<file path="src/rtl/fetch_queue.sv">
// Instruction fetch queue: issues word-aligned reads, tracks up to two
// in-flight requests, buffers returned words in a 2-entry FIFO for decode,
// and flushes/discards stale responses on redirect.
module fetch_queue #(
  parameter logic [31:0] RESET_VECTOR = 32'h0000_0000
) (
  input  logic        clk_i,
  input  logic        reset_n_i,
  input  logic        stall_i,
  input  logic        redirect_i,
  input  logic [31:0] redirect_address_i,
  output logic        fetch_request_o,
  output logic [31:0] fetch_address_o,
  input  logic        fetch_grant_i,
  input  logic        fetch_response_i,
  input  logic [31:0] fetch_data_i,
  output logic        valid_decode_o,
  output logic [31:0] instruction_decode_o,
  output logic [31:0] pc_decode_o
);

  localparam logic [31:0] RESET_PC = RESET_VECTOR & ~32'h3;

  logic [31:0] fifo_pc_q    [2];
  logic [31:0] fifo_pc_d    [2];
  logic [31:0] fifo_instr_q [2];
  logic [31:0] fifo_instr_d [2];
  logic [31:0] req_pc_q     [2];
  logic [31:0] req_pc_d     [2];
  logic        rd_ptr_q, rd_ptr_d;
  logic [1:0]  count_q, count_d;
  logic [1:0]  outstanding_q, outstanding_d;
  logic [1:0]  discard_q, discard_d;
  logic [31:0] fetch_pc_q, fetch_pc_d;

  logic        pop, push, issue;
  logic        wr_ptr, req_wr_idx;
  logic [2:0]  occupancy;

  assign valid_decode_o       = (count_q != 2'd0);
  assign instruction_decode_o = valid_decode_o ? fifo_instr_q[rd_ptr_q] : 32'h0;
  assign pc_decode_o          = valid_decode_o ? fifo_pc_q[rd_ptr_q]    : 32'h0;

  assign pop = valid_decode_o && !stall_i && !redirect_i;

  // A slot vacated by this cycle's pop may be refilled by this cycle's issue;
  // without that credit a one-cycle bus could only sustain two words in three.
  assign occupancy       = {1'b0, count_q} + {1'b0, outstanding_q} - {2'b00, pop};
  assign fetch_request_o = !redirect_i && (occupancy < 3'd2);
  assign fetch_address_o = fetch_pc_q;
  assign issue           = fetch_request_o && fetch_grant_i;

  // Responses belonging to a flushed stream (or arriving with a redirect) are dropped.
  assign push = fetch_response_i && (discard_q == 2'd0) && !redirect_i;

  // Push lands after the current entries; a push into a full FIFO cannot occur.
  assign wr_ptr = rd_ptr_q ^ count_q[0];

  // Issue only happens with at most one request in flight, so the new request's
  // PC goes into slot 0 or 1 after any same-cycle retirement shifts the tracker.
  assign req_wr_idx = outstanding_q[0] & ~fetch_response_i;

  // Next-state for the decode FIFO.
  always_comb begin
    fifo_pc_d    = fifo_pc_q;
    fifo_instr_d = fifo_instr_q;
    rd_ptr_d     = rd_ptr_q;
    count_d      = count_q;
    if (redirect_i) begin
      rd_ptr_d = 1'b0;
      count_d  = 2'd0;
    end else begin
      if (push) begin
        fifo_pc_d[wr_ptr]    = req_pc_q[0];
        fifo_instr_d[wr_ptr] = fetch_data_i;
      end
      if (pop) rd_ptr_d = ~rd_ptr_q;
      count_d = count_q + {1'b0, push} - {1'b0, pop};
    end
  end

  // Next-state for the fetch PC, in-flight tracking and stale-response discard.
  always_comb begin
    req_pc_d      = req_pc_q;
    outstanding_d = outstanding_q + {1'b0, issue} - {1'b0, fetch_response_i};
    discard_d     = discard_q;
    fetch_pc_d    = fetch_pc_q;
    if (fetch_response_i) req_pc_d[0] = req_pc_q[1];
    if (issue) req_pc_d[req_wr_idx] = fetch_pc_q;
    // outstanding_q counts every in-flight request, stale or not, so after a
    // redirect all of them (less one retiring now) become stale.
    if (redirect_i) begin
      discard_d  = outstanding_q - {1'b0, fetch_response_i};
      fetch_pc_d = redirect_address_i & ~32'h3;
    end else begin
      if (fetch_response_i && (discard_q != 2'd0)) discard_d = discard_q - 2'd1;
      if (issue) fetch_pc_d = fetch_pc_q + 32'd4;
    end
  end

  // State registers.
  always_ff @(posedge clk_i or negedge reset_n_i) begin
    if (!reset_n_i) begin
      fifo_pc_q     <= '{default: 32'h0};
      fifo_instr_q  <= '{default: 32'h0};
      req_pc_q      <= '{default: 32'h0};
      rd_ptr_q      <= 1'b0;
      count_q       <= 2'd0;
      outstanding_q <= 2'd0;
      discard_q     <= 2'd0;
      fetch_pc_q    <= RESET_PC;
    end else begin
      fifo_pc_q     <= fifo_pc_d;
      fifo_instr_q  <= fifo_instr_d;
      req_pc_q      <= req_pc_d;
      rd_ptr_q      <= rd_ptr_d;
      count_q       <= count_d;
      outstanding_q <= outstanding_d;
      discard_q     <= discard_d;
      fetch_pc_q    <= fetch_pc_d;
    end
  end

  // Buffered plus in-flight words never exceed the two FIFO slots.
  a_occupancy: assert property (@(posedge clk_i) disable iff (!reset_n_i)
    ({1'b0, count_q} + {1'b0, outstanding_q}) <= 3'd2);

  // Stale responses are always a subset of the in-flight ones.
  a_discard: assert property (@(posedge clk_i) disable iff (!reset_n_i)
    discard_q <= outstanding_q);

endmodule

</file>
<file path="config.mk">
export PLATFORM = sky130hd
export DESIGN_NAME = fetch_queue
export DESIGN_NICKNAME = d
export VERILOG_FILES = /design/src/rtl/fetch_queue.sv
export SDC_FILE = /design/constraint.sdc
export NUM_CORES = 1
export LEC_CHECK = 0
export BUFFER_PORTS_ARGS = -buffer_cell sky130_fd_sc_hd__clkbuf_2
export CAP_MARGIN = 20
export CELL_PAD_IN_SITES_DETAIL_PLACEMENT = 0
export CELL_PAD_IN_SITES_GLOBAL_PLACEMENT = 1
export CORE_MARGIN = 2
export CORE_UTILIZATION = 45
export DETAILED_ROUTE_END_ITERATION = 7
export PLACE_DENSITY_LB_ADDON = 0.2
export SYNTH_ARGS = -nofsm -noshare
export SYNTH_HDL_FRONTEND = slang
export SYNTH_SLANG_ARGS = --single-unit
</file>
<file path="constraint.sdc">
create_clock -name clk_i -period 4.7 [get_ports clk_i]
set_input_delay 0.94 -clock clk_i [delete_from_list [all_inputs] [get_ports clk_i]]
set_output_delay 0.94 -clock clk_i [all_outputs]
set_load 0.005 [all_outputs]
</file>
==> results.ini <==
[critical_path]
timing.critical_path.to_type=output pin
crit_path_top_delay_cell=fa_1
cell_by_cell_trace_of_the_critical_path=clkbuf_2, nor3_1, ha_1, nand2b_1, fa_1, xnor2_1, nor3b_1, clkbuf_2
max_stage_delay_ps=380
critPathKind=in -> out
required_ps=3760
path_common_cell=clkbuf_2
critical_path_peak_fanout=2
setup.worst_path.start_class=primary input
worst_ep_arrival_time_ps=2840

[logic_synthesis]
postSynthAreaPerCell_um2=12.0
synth_cell_types=52
synthesis.area_um2=10500
synth_top_cells_by_area=dfrtp_1 54%, mux2_2 16%, mux2i_1 9.2%
synthesis.instances=878
yosys.area.top_type=dfrtp_1
synth_top_flop_cell=dfrtp_1
yosys.area.top_type_share_pct=53.9
synth-edff-count=0
synth-warning-count=0
yosys-top-cells-count=227 x dfrtp_1, 150 x mux2_2, 97 x mux2i_1, 75 x nor2_1, 74 x nand2_1
async_reset_ff_share_pct=100
synth_seq_area_share_pct=53.9
post_synthesis_sequential_element_count=227
synthMostInstantiatedCell=dfrtp_1

[route]
drc=0
drtAntennaViolNets=0
drt_wl_total_mm=23.6
drtPass1Iterations=5
vias_after_detailed_routing=7139
route.detailed.wl_per_inst_um=17.3
initialDrtViolationCount=342
post_drt_via_cell_ratio=5.25

[clock_tree]
cts.repair_timing.setup_buffer_count=0
cts.repair.resized=0
cts_hold_buffers=0
htree_levels=1
clock_path_buffers=3
buffer_type_at_the_clock_tree_root=clkbuf_16
cts_inserted_buffers=25
clkSlewWorstSetupHoldPaths_ps=60
cts.sinks=227
cts_tree=done
clk-insertion-delay-late_ps=520

[pwr]
combinationalPowerShare_pct=23.8
power_switching_uw=1890
p_sw_share_pct=29.2
p_leak_uw=0.00586
pwrdens_nw_per_um2=521
power.share.sequential_pct=47.1
power_report.internal_total_uw=4590
max-vdd-ir-drop_uv=214
pwr-share-clk_pct=29.1

[placement]
place_worst_setup_slack_ps=732
gp_routability_congestion=0.766
buffer_ports.inserted=163
hpwlAfterDp_mm=15.2

[global_routing]
wire_length_of_the_first_global_routing_pass_mm=37.8
initial_antenna_violation_count=0
grt_pass1_vias=6995
grt_use_met1_pct=28.3
use_met3_pct=3.50
all_layer_gr_usage_pct=19.3
grt_remaining_overflow=0
busiest_layer=met2
grt_use_met2_pct=30.3
grt_start_max_net_pins=119

[sta]
finalCritPeriodShare_pct=80.5
tightestPinTransition_ps=971
hold_vio_cnt_final=0
setup_repair_after_global_routing_missed_its_margin=false
finalMaxSlewViolations=0
setup_viol=0
maxSlewHeadroom_pct=35.3
finalWorstPathRequiredPeriod_ps=3780
fin_skew_ps=14.6
setup-tns-final_ps=0
setup_ws_ps=917
fmax_mhz=264

[status]
outcome=completed

[die]
die_area_um2=24700
rows=56
start_util_pct=45.3
dieWidth_um=157
core-area_um2=23300
num_io_pins=168
die-height_um=157

[final_layout]
fill_cells=2149
area_taken_by_multi_input_logic_gates_um2=4550
final_layout_size_suffix_gt1_share_pct=36.5
design.final.nets=1106
ff_latch_area_um2=5680
insertedDiodeCount=0
syn2layout_area_growth_pct=18.0

[hold_path]
worst_hold_path_type=reg -> reg

[flow_run]
max_cap_violations=0

-- cells by family (layout without fill, tap and decap cells) --
family | count (synthesis) | count (layout) | share of synthesized area (%)
other | 1 | 2 | 0.0356
buffers and inverters | 72 | 234 | 3.35
muxes | 254 | 254 | 26.0
DFF | 227 | 227 | 53.9
adders and majority gates | 11 | 11 | 1.38
and+or+nand+nor | 221 | 221 | 9.65
xor gates and xnor gates | 9 | 9 | 0.748
AOI/OAI and AO/OA | 83 | 83 | 4.97
-- registers in the layout, indices dropped and copies added (netlist names) --
name	cells
count_q	2
discard_q	2
fetch_address_o	30
fifo_instr_q	64
fifo_pc_q	64
outstanding_q	2
rd_ptr_q	1
req_pc_q	62
-- cell usage in the layout (no fill, tap or decap), types with 3 or more instances in the layout --
master / Yosys / routed
inv_1: 10 / 10
dfrtp_1: 227 / 226
clkbuf_8: 0 / 7
a221o_1: 7 / 7
clkbuf_1: 15 / 7
o21ai_0: 43 / 43
and3_1: 8 / 8
nor3b_1: 4 / 4
mux2_1: 7 / 7
mux2_2: 150 / 150
and4_1: 5 / 5
nand4_1: 10 / 10
a31o_2: 4 / 4
buf_4: 10 / 14
mux2i_1: 97 / 97
ha_1: 10 / 10
o211ai_1: 11 / 11
nand3_1: 20 / 20
clkbuf_16: 0 / 25
nand2_1: 74 / 74
xnor2_1: 8 / 8
nor2_4: 1 / 3
nor2_1: 75 / 74
nor3_1: 4 / 4
or3_1: 5 / 5
a21oi_1: 5 / 5
clkbuf_2: 2 / 162
nand2b_1: 3 / 3
-- per-stage QoR --
stage               cell area (um2)  hold slack, ps  cells  util (%)  total power, uW
finish                        12400             484   1360      53.5             6480
global route                  12400             512   1360      53.5             6920
CTS                           12400             488   1360      53.5             6580
detailed placement            11600             476   1317      50.1             4660
global placement              11600             464   1317      50.1             4590
floorplan                     10500             450    879         -             4100
-- worst max-delay path: cells and delay by family --
| kind | cells | cell delay (ps) |
|---|---|---|
| xor+xnor | 1 | 180 |
| fa+ha+maj | 2 | 670 |
| buf+inv | 2 | 310 |
| simple gates | 3 | 750 |
-- power groups by stage --
stage,registers (uW),logic (uW),clock network [uW]
3_5_place_dp,3100,1570,0
6_report,3050,1540,1880
5_1_grt,3160,1740,2030
4_1_cts,3060,1570,1940
2_1_floorplan,2920,1180,0
3_3_place_gp,3070,1510,0
-- final cells by class --
cell class,count,share of cell area (%)
flip-flops and latches,227,45.7
multi-input cells,580,36.5
repair buffers,179,7.80
clock buffers,39,6.01
well taps,319,3.21
clock inverters,4,0.392
inverters,12,0.362
-- path summary, 6_finish.rpt --
kind                       slack, ps  cells after the start               end         from
max                              920                      8   fetch_request_o   redirect_i
min                              480                      2       req_pc_q[4]  req_pc_q[4]
max reg2reg                     1390                     10      req_pc_q[13]   count_q[0]
min reg2reg                      480                      2       req_pc_q[4]  req_pc_q[4]
max in group asynchronous       3060                      2     fifo_pc_q[58]    reset_n_i
min in group asynchronous        500                      1  fifo_instr_q[56]    reset_n_i
-- per-layer routing --
layer	vias to the layer above	wire length [um]
met5	-	0
met4	0	253
met3	17	1320
met2	174	10600
met1	3555	11400
li1	3393	-
(Power assumes the default switching activity.)
